===== src/rtl/mux_compare_tester.sv =====
// mux_compare_tester
//   Drives one data/select vector into a generated mux and into its
//   standard-cell equivalent. After a programmable settle time it compares
//   both outputs against the expected value and keeps a saturating error
//   count for each mux. One start pulse runs an exhaustive or LFSR sweep.
//
// Ports
//   clk, rst_n          clock, asynchronous active-low reset
//   start, abort        run control (abort wins over start)
//   mode                0 = exhaustive, 1 = random (sampled on start)
//   num_vectors         random-mode vector count (sampled on start)
//   stim_data/sel/selb  stimulus to both muxes; selb is the registered inverse of sel
//   ref_z, dut_z        outputs of the standard-cell mux and the generated mux
//   busy, done, pass    run status; pass is valid while done
//   dut/ref_err_count   saturating mismatch counts
//   first_fail_vec      {sel,data} of the first dut mismatch, 0 if none
module mux_compare_tester #(
  parameter int unsigned SEL_BITS      = 2,
  parameter int unsigned COUNT_W       = 16,
  parameter int unsigned SETTLE_CYCLES = 2,
  parameter logic [15:0] LFSR_SEED     = 16'hACE1
) (
  input  logic                            clk,
  input  logic                            rst_n,
  input  logic                            start,
  input  logic                            abort,
  input  logic                            mode,
  input  logic [COUNT_W-1:0]              num_vectors,
  output logic [2**SEL_BITS-1:0]          stim_data,
  output logic [SEL_BITS-1:0]             stim_sel,
  output logic [SEL_BITS-1:0]             stim_selb,
  input  logic                            ref_z,
  input  logic                            dut_z,
  output logic                            busy,
  output logic                            done,
  output logic                            pass,
  output logic [COUNT_W-1:0]              dut_err_count,
  output logic [COUNT_W-1:0]              ref_err_count,
  output logic [2**SEL_BITS+SEL_BITS-1:0] first_fail_vec
);

  localparam int unsigned NIN = 2**SEL_BITS;
  localparam int unsigned W   = NIN + SEL_BITS;
  localparam logic [7:0]   SETTLE_LOAD = 8'(SETTLE_CYCLES - 1);
  localparam logic [W-1:0] SEED_VEC    = LFSR_SEED[W-1:0];

  typedef enum logic [1:0] {S_IDLE, S_SETTLE, S_COMPARE, S_DONE} state_t;

  state_t             r_state;
  state_t             w_state_nxt;
  logic [W-1:0]       r_vec;
  logic [SEL_BITS-1:0] r_selb;
  logic [15:0]        r_lfsr;
  logic [7:0]         r_settle;
  logic               r_mode;
  logic [COUNT_W-1:0] r_num_vec;
  logic [COUNT_W-1:0] r_vec_cnt;
  logic [COUNT_W-1:0] r_dut_err;
  logic [COUNT_W-1:0] r_ref_err;
  logic [W-1:0]       r_ffv;
  logic               r_fail_seen;

  logic               w_load;
  logic               w_advance;
  logic               w_compare;
  logic               w_last;
  logic               w_exp;
  logic [15:0]        w_lfsr_next;
  logic [W-1:0]       w_vec_start;
  logic [W-1:0]       w_vec_nxt;
  logic [COUNT_W-1:0] w_vec_cnt_inc;
  logic [NIN-1:0]     w_data;
  logic [SEL_BITS-1:0] w_sel;

  assign w_data        = r_vec[NIN-1:0];
  assign w_sel         = r_vec[W-1:NIN];
  assign w_exp         = w_data[w_sel];
  assign w_vec_cnt_inc = r_vec_cnt + 1'b1;
  // Fibonacci LFSR, taps 16,14,13,11, shifting towards bit 0
  assign w_lfsr_next   = {r_lfsr[0] ^ r_lfsr[2] ^ r_lfsr[3] ^ r_lfsr[5], r_lfsr[15:1]};
  assign w_vec_start   = mode ? SEED_VEC : '0;
  assign w_vec_nxt     = w_load ? w_vec_start
                       : (r_mode ? w_lfsr_next[W-1:0] : r_vec + 1'b1);
  assign w_last        = r_mode ? (w_vec_cnt_inc == r_num_vec) : (r_vec == '1);

  always_ff @(posedge clk or negedge rst_n) begin
    if (!rst_n) r_state <= S_IDLE;
    else        r_state <= w_state_nxt;
  end

  always_comb begin
    w_state_nxt = r_state;
    w_load      = 1'b0;
    w_advance   = 1'b0;
    w_compare   = 1'b0;
    busy        = 1'b0;
    done        = 1'b0;
    case (r_state)
      S_IDLE, S_DONE: begin
        done = (r_state == S_DONE);
        if (start) begin
          w_load      = 1'b1;
          w_state_nxt = (mode && num_vectors == '0) ? S_DONE : S_SETTLE;
        end
      end
      S_SETTLE: begin
        busy = 1'b1;
        if (r_settle == '0) w_state_nxt = S_COMPARE;
      end
      S_COMPARE: begin
        busy      = 1'b1;
        w_compare = 1'b1;
        if (w_last) begin
          w_state_nxt = S_DONE;
        end else begin
          w_advance   = 1'b1;
          w_state_nxt = S_SETTLE;
        end
      end
      default: w_state_nxt = S_IDLE;
    endcase
    // abort overrides every action so stimulus and counts freeze in place
    if (abort) begin
      w_state_nxt = S_IDLE;
      w_load      = 1'b0;
      w_advance   = 1'b0;
      w_compare   = 1'b0;
    end
  end

  always_ff @(posedge clk or negedge rst_n) begin
    if (!rst_n) begin
      r_vec       <= '0;
      r_selb      <= '1;
      r_lfsr      <= LFSR_SEED;
      r_settle    <= '0;
      r_mode      <= 1'b0;
      r_num_vec   <= '0;
      r_vec_cnt   <= '0;
      r_dut_err   <= '0;
      r_ref_err   <= '0;
      r_ffv       <= '0;
      r_fail_seen <= 1'b0;
    end else begin
      if (w_load) begin
        r_mode      <= mode;
        r_num_vec   <= num_vectors;
        r_vec_cnt   <= '0;
        r_dut_err   <= '0;
        r_ref_err   <= '0;
        r_ffv       <= '0;
        r_fail_seen <= 1'b0;
        if (mode) r_lfsr <= LFSR_SEED;
      end
      if (w_advance && r_mode) r_lfsr <= w_lfsr_next;
      if (w_load || w_advance) begin
        r_vec    <= w_vec_nxt;
        r_selb   <= ~w_vec_nxt[W-1:NIN];
        r_settle <= SETTLE_LOAD;
      end else if (r_state == S_SETTLE && r_settle != '0) begin
        r_settle <= r_settle - 1'b1;
      end
      if (w_compare) begin
        r_vec_cnt <= w_vec_cnt_inc;
        if (dut_z != w_exp) begin
          if (r_dut_err != '1) r_dut_err <= r_dut_err + 1'b1;
          if (!r_fail_seen) begin
            r_fail_seen <= 1'b1;
            r_ffv       <= r_vec;
          end
        end
        if (ref_z != w_exp && r_ref_err != '1) r_ref_err <= r_ref_err + 1'b1;
      end
    end
  end

  assign stim_data      = w_data;
  assign stim_sel       = w_sel;
  assign stim_selb      = r_selb;
  assign dut_err_count  = r_dut_err;
  assign ref_err_count  = r_ref_err;
  assign first_fail_vec = r_ffv;
  assign pass           = (r_state == S_DONE) && (r_dut_err == '0) && (r_ref_err == '0);

endmodule


===== config.mk =====
export PLATFORM = sky130hd
export DESIGN_NAME = mux_compare_tester
export DESIGN_NICKNAME = d
export VERILOG_FILES = /design/src/rtl/mux_compare_tester.sv
export SDC_FILE = /design/constraint.sdc
export NUM_CORES = 1
export LEC_CHECK = 0
export CELL_PAD_IN_SITES_DETAIL_PLACEMENT = 0
export CELL_PAD_IN_SITES_GLOBAL_PLACEMENT = 1
export CORE_MARGIN = 5
export CORE_UTILIZATION = 40
export DETAILED_ROUTE_END_ITERATION = 16
export PLACE_DENSITY_LB_ADDON = 0.1
export SYNTH_ARGS = -nofsm -noshare
export SYNTH_HDL_FRONTEND = slang
export SYNTH_SLANG_ARGS = --single-unit

===== constraint.sdc =====
create_clock -name clk -period 4.35 [get_ports clk]
set_clock_uncertainty 0.2 [all_clocks]
set_input_delay 0.6525 -clock clk [delete_from_list [all_inputs] [get_ports clk]]
set_output_delay 0.6525 -clock clk [all_outputs]
set_load 0.01 [all_outputs]

# Yosys cells after proc, flatten, opt, wreduce, memory -nomap -nowiden
# Cells that the tools add are included.
# Widths: inputs -> output; s select.
[classes]
n_reduce_logical = 21
mux = 44
multipliers = 0
shift = 0
add_sub_neg = 5
eq_ne = 11
n_lt_le_gt_ge = 1
bitwise_logic = 4
n_div = 0
[ops]
columns = ["op", "count"]
rows = [
  ["$mux 16", 12],
  ["$add 16x1->16 const B", 3],
  ["$logic_not 16->1", 3],
  ["$mux 6", 7],
  ["$ne 16x16->1 const B", 2],
  ["$eq 16x16->1", 1],
  ["$mux 1", 16],
  ["$mux 8", 2],
  ["$mux 2", 5],
  ["$logic_not 8->1", 1],
  ["$reduce_bool 2->1", 4],
  ["$reduce_bool 8->1", 1],
  ["$sub 8x1->8 const B", 1],
  ["$add 6x1->6 const B", 1],
  ["$eq 6x6->1 const B", 1],
  ["$logic_and 1x1->1", 6],
  ["$ne 3x3->1 const B", 2],
  ["$pmux 2 s3", 1],
  ["$eq 2x2->1 const B", 2],
  ["$reduce_and 2->1", 2],
  ["$reduce_or 2->1", 2],
  ["$lt 2x3->1 const B", 1],
  ["$xor 1x1->1", 3],
  ["$bmux 1 s2", 1],
  ["5 further kinds", 6],
]
[totals]
mem_bits_rw = 0
output_inout_bits = 49
inputBits = 23
n_memories = 0
reg_bits = 106
rom_bits = 0
latch_bits = 0

# Longest topological paths before layout
[logic_depth]
ltp_word = 9
mapped_depth = 11
mapped_depth_nobuf = 9

# Worst setup path before layout
# OpenSTA, ideal clock, no wires.
[synth_path]
path_type = "register to register"
from = "register r_vec_cnt[0]"
to = "register r_lfsr[13]"
setup_slack_ns = 1.224
stages_incl_launch_ff = 12
synth_period_minus_slack_ns = 3.126
setup_time_ns = 0.082
t_arrival_ns = 2.844
cell_sequence = "dfrtp_1 > ha_1 > clkbuf_1 > and4_1 > nand4_1 > xnor2_1 > a211oi_2 > o41ai_2 > o41ai_4 > nor2_4 > buf_6 > mux2_4"
[synth_between]
elab_chain_cells = 9
[synth_rtl]
columns = ["item", "line_no", "source"]
rows = [
  ["start, declared", "57", "logic [COUNT_W-1:0] r_vec_cnt;"],
  ["start signal, assigned", "164", "r_vec_cnt <= w_vec_cnt_inc;"],
  ["$add 16x1->16 (*)", "78", "assign w_vec_cnt_inc = r_vec_cnt + 1'b1;"],
  ["$eq 16x16->1 (*)", "84", "assign w_last = r_mode ? (w_vec_cnt_inc == r_num_vec) : (r_vec == '1);"],
  ["$mux 1 (*)", "84", ""],
  ["$mux 1 (*)", "113", "if (w_last) begin"],
  ["$mux 1 (*)", "98", "case (r_state)"],
  ["$mux 1 (*)", "123", "if (abort) begin"],
  ["$logic_and 1x1->1 (*)", "155", "if (w_advance && r_mode) r_lfsr <= w_lfsr_next;"],
  ["$reduce_bool 2->1 (no source line)", "--", ""],
  ["$reduce_and 2->1 (no source line)", "--", ""],
  ["end signal, assigned", "155", ""],
  ["end, declared", "53", "logic [15:0] r_lfsr;"],
]
# Every way passes the cells marked *; elsewhere a longest branch is shown, timed or not.
# A chain may end at the register's enable or synchronous reset.

# Final worst setup path
# Same ends and word-level chain as after synthesis.

==> out/results.tsv <==
stage	metric	value	unit
worst_setup_path	slowest stage cell, crit path	o41ai_4	
timing	final cycle utilization of the critical path	81.1	%
route	Routed Antenna Nets	0	
power_and_ir_drop	Net Sw Frac	35.0	%
floorplan	Chip Width	132	um
layout	post-layout net count	746	
logic_synthesis	Synth cell types	55	
route	vias	4943	
timing	endpoints failing setup	0	
layout	# diodes	0	
clock_tree	Post-CTS Hold Buffers	0	
clock_tree	setup bufs post-CTS	0	
timing	total negative slack	0	ns
hold_path	worst min-delay path class	flip-flop to flip-flop	
clock_tree	CTS clk-pin slew, worst paths	0.07	ns
power_and_ir_drop	Cell Pwr Density	470	nW/um^2
worst_setup_path	kind of critical path	flip-flop to flip-flop	
power_and_ir_drop	sequential power share	43.6	%
route	wire length on met1	7.30	mm
route	via density per instance	5.49	
worst_setup_path	CP Data Required Time	4.43	ns
logic_synthesis	Async S/R FF share, synth	100	%
clock_tree	TritonCTS Buffers	9	
power_and_ir_drop	Tot Pwr	3320	uW
timing	Final min period	3.53	ns
clock_tree	CTS root buf	clkbuf_16	
route	WL/cell	16.7	um
logic_synthesis	Post-synth top cells	nand2_1, dfrtp_1, o21ai_0	
timing	Final Hold Vio Count	0	
route	Detailed Routing Iterations Pass 1	4	
route	drt total wl	15.1	mm
layout	final std cells w/o fill	901	
worst_setup_path	crit-path max FO	16	
placed_design	dpl hpwl	10.6	mm
logic_synthesis	post-synthesis sequential area ratio	45.0	%
logic_synthesis	top cells by area, synth	dfrtp_1, nand2_1, o21ai_0, dfstp_2, xnor2_1	
floorplan	Top-Level Pins	72	
timing	Max Clk Rate	284	MHz
logic_synthesis	Cells after Synth	657	
timing	Max-slew headroom	26.9	%
floorplan	Rows	44	
logic_synthesis	top cell type's share of synthesized area	40.6	%
logic_synthesis	Post-Syn Nets	691	
logic_synthesis	largest area contributor in the netlist	dfrtp_1	
placed_design	placed insts	885	
layout	Area growth syn-to-layout	19.4	%
logic_synthesis	count leader, synth	nand2_1	
global_routing	initial antenna violation count	0	
power_and_ir_drop	leak pwr	0.00294	uW
clock_tree	Clock Latency Late Sink	0.35	ns
power_and_ir_drop	Int Power	2160	uW
worst_setup_path	nature of the critical path endpoint	flip-flop	
global_routing	gr ovfl total	0	
route	highest routed metal layer	met4	
clock_tree	CTS max path bufs	2	
route	met2 wire len	7.08	mm
worst_setup_path	crit-path cells	ha_1, and4_1, nand4_1, xnor2_1, a211oi_2, o41ai_2, o41ai_4, nor2_4, mux2_4	
floorplan	Die Ht	132	um
worst_setup_path	Critical Path AT	3.60	ns
layout	Fill cells	1412	
logic_synthesis	top_reg_cell synth	dfrtp_1	
job	max_cap viols	0	
timing	Tightest Pin Transition	1.10	ns
floorplan	full die area	17300	um^2
layout	fraction of layout cells with a size suffix above 1	7.39	%
logic_synthesis	Cell Area, Synth	5920	um^2
logic_synthesis	FF+latch count, synth	106	
global_routing	number of global-route vias before repair	5049	
timing	RSZ-0062 raised after global routing	false	
outcome	status	finished, final reports clean	
logic_synthesis	Post-synth EDFFs	0	
global_routing	first-pass GRT wire length	26.0	mm
power_and_ir_drop	Gate power share	31.4	%
logic_synthesis	Avg Cell Area, Syn	9.01	um^2
worst_setup_path	max incr delay on CP	0.65	ns
clock_tree	H-tree depth	3	
timing	final-report max-slew violation count	0	
placed_design	Port-buffer cells	71	
floorplan	core area	14500	um^2
power_and_ir_drop	P_sw	1160	uW
placed_design	Placer Congestion	0.845	
clock_tree	Post-CTS Resized	0	
clock_tree	# clock sinks	106	
power_and_ir_drop	highest ir drop seen on vdd	0.257	mV
worst_setup_path	Startpoint Class	flip-flop	
route	initial DRC count	298	
route	DRC	0	
global_routing	GR Util All Layers	18.0	%
floorplan	Starting Density	40.7	%
clock_tree	TritonCTS clock tree	yes	
power_and_ir_drop	Clock Power Share	25.0	%
logic_synthesis	Synth Warn #	0	
route	wire length on met3	508	um
global_routing	largest net degree at the start of global routing	85	
## per-stage QoR
step                      hold WS, ns  instance area, um^2  util (%)  setup slack (ns)
after CTS                       0.284                 7070      48.6             0.861
after global routing            0.318                 7070      48.6             0.555
after detailed placement        0.267                 6770      46.6             0.886
after floorplan                 0.157                 5920         -              1.22
final                           0.283                 7070      48.6             0.824
after global placement          0.259                 6770      46.6             0.987
## cell families after synthesis
group           count (synthesis)  share of synthesized area [%]
compound gates                145                           15.8
simple gates                  274                           22.8
fa+ha+maj                      11                           2.33
xor+xnor                       43                           6.36
buf+inv                        59                           4.02
mux                            19                           3.64
flops                         106                           45.0
## flip-flops by register name, indices dropped and copies added, names as in the netlist
signal	flops
dut_err_count	16
r_lfsr	16
r_num_vec	16
r_vec_cnt	16
ref_err_count	16
r_settle	8
first_fail_vec	6
r_vec	6
r_state	2
stim_selb	2
r_fail_seen	1
r_mode	1
## metal layers
| metal | track usage (%) | vias to the layer above |
|---|---|---|
| li1 | - | 2432 |
| met1 | 24.3 | 2420 |
| met2 | 29.6 | 79 |
| met3 | 3.86 | 12 |
| met4 | 4.23 | 0 |
| met5 | 0 | - |
## area by class of cell
cell class,count,area [um^2],area share [%]
Clock buffer,12,246,3.49
Clock inverter,4,48.8,0.691
Inverter,25,93.8,1.33
Multi-Input combinational cell,492,3020,42.8
Sequential cell,106,2670,37.7
Tap cell,184,230,3.26
Timing Repair Buffer,78,761,10.8
## path summary, 6_finish.rpt
check                             start                to  slack (ns)  cells past startpoint
max in group asynchronous         rst_n  dut_err_count[2]        2.75                      2
max                        r_vec_cnt[0]        r_lfsr[13]        0.82                      9
min in group asynchronous         rst_n  dut_err_count[7]        0.30                      1
min                         r_fail_seen       r_fail_seen        0.28                      1
max reg2reg                r_vec_cnt[0]        r_lfsr[13]        0.82                      9
min reg2reg                 r_fail_seen       r_fail_seen        0.28                      1
## power groups by stage
stage	logic, uW	registers, uW	clock network (uW)
CTS	1050	1450	864
global route	1170	1480	900
global placement	1030	1460	0
finish	1040	1450	832
floorplan	722	1400	0
detailed placement	1050	1470	0
## worst max-delay path: cells and delay by family, from the launching register on
kind	cells	cell delay, ns
xor+xnor	1	0.18
flops	1	0.48
compound gates	3	1.08
mux	1	0.35
simple gates	3	0.82
fa+ha+maj	1	0.34
## cells in the final DEF, fill, tap and decap left out, types with 6 or more instances in the layout
cell,netlist,routed
nor4_1,14,14
nor2b_1,9,9
nor3_1,9,9
inv_1,25,25
mux2_2,6,6
and3_1,14,14
clkdlybuf4s50_1,0,70
ha_1,11,11
dfstp_2,10,10
o21ai_0,70,70
and2_1,8,8
a21oi_1,15,15
nand2_1,108,108
nand4_1,13,13
xnor2_1,22,22
o211ai_1,6,6
mux2i_1,11,11
clkbuf_16,0,9
buf_4,1,8
nor2_1,40,39
dfrtp_1,96,96
o31ai_1,22,21
nand2b_1,11,11
nand3_1,32,32
xor2_1,21,21
Power figures use the tool's default switching activity.
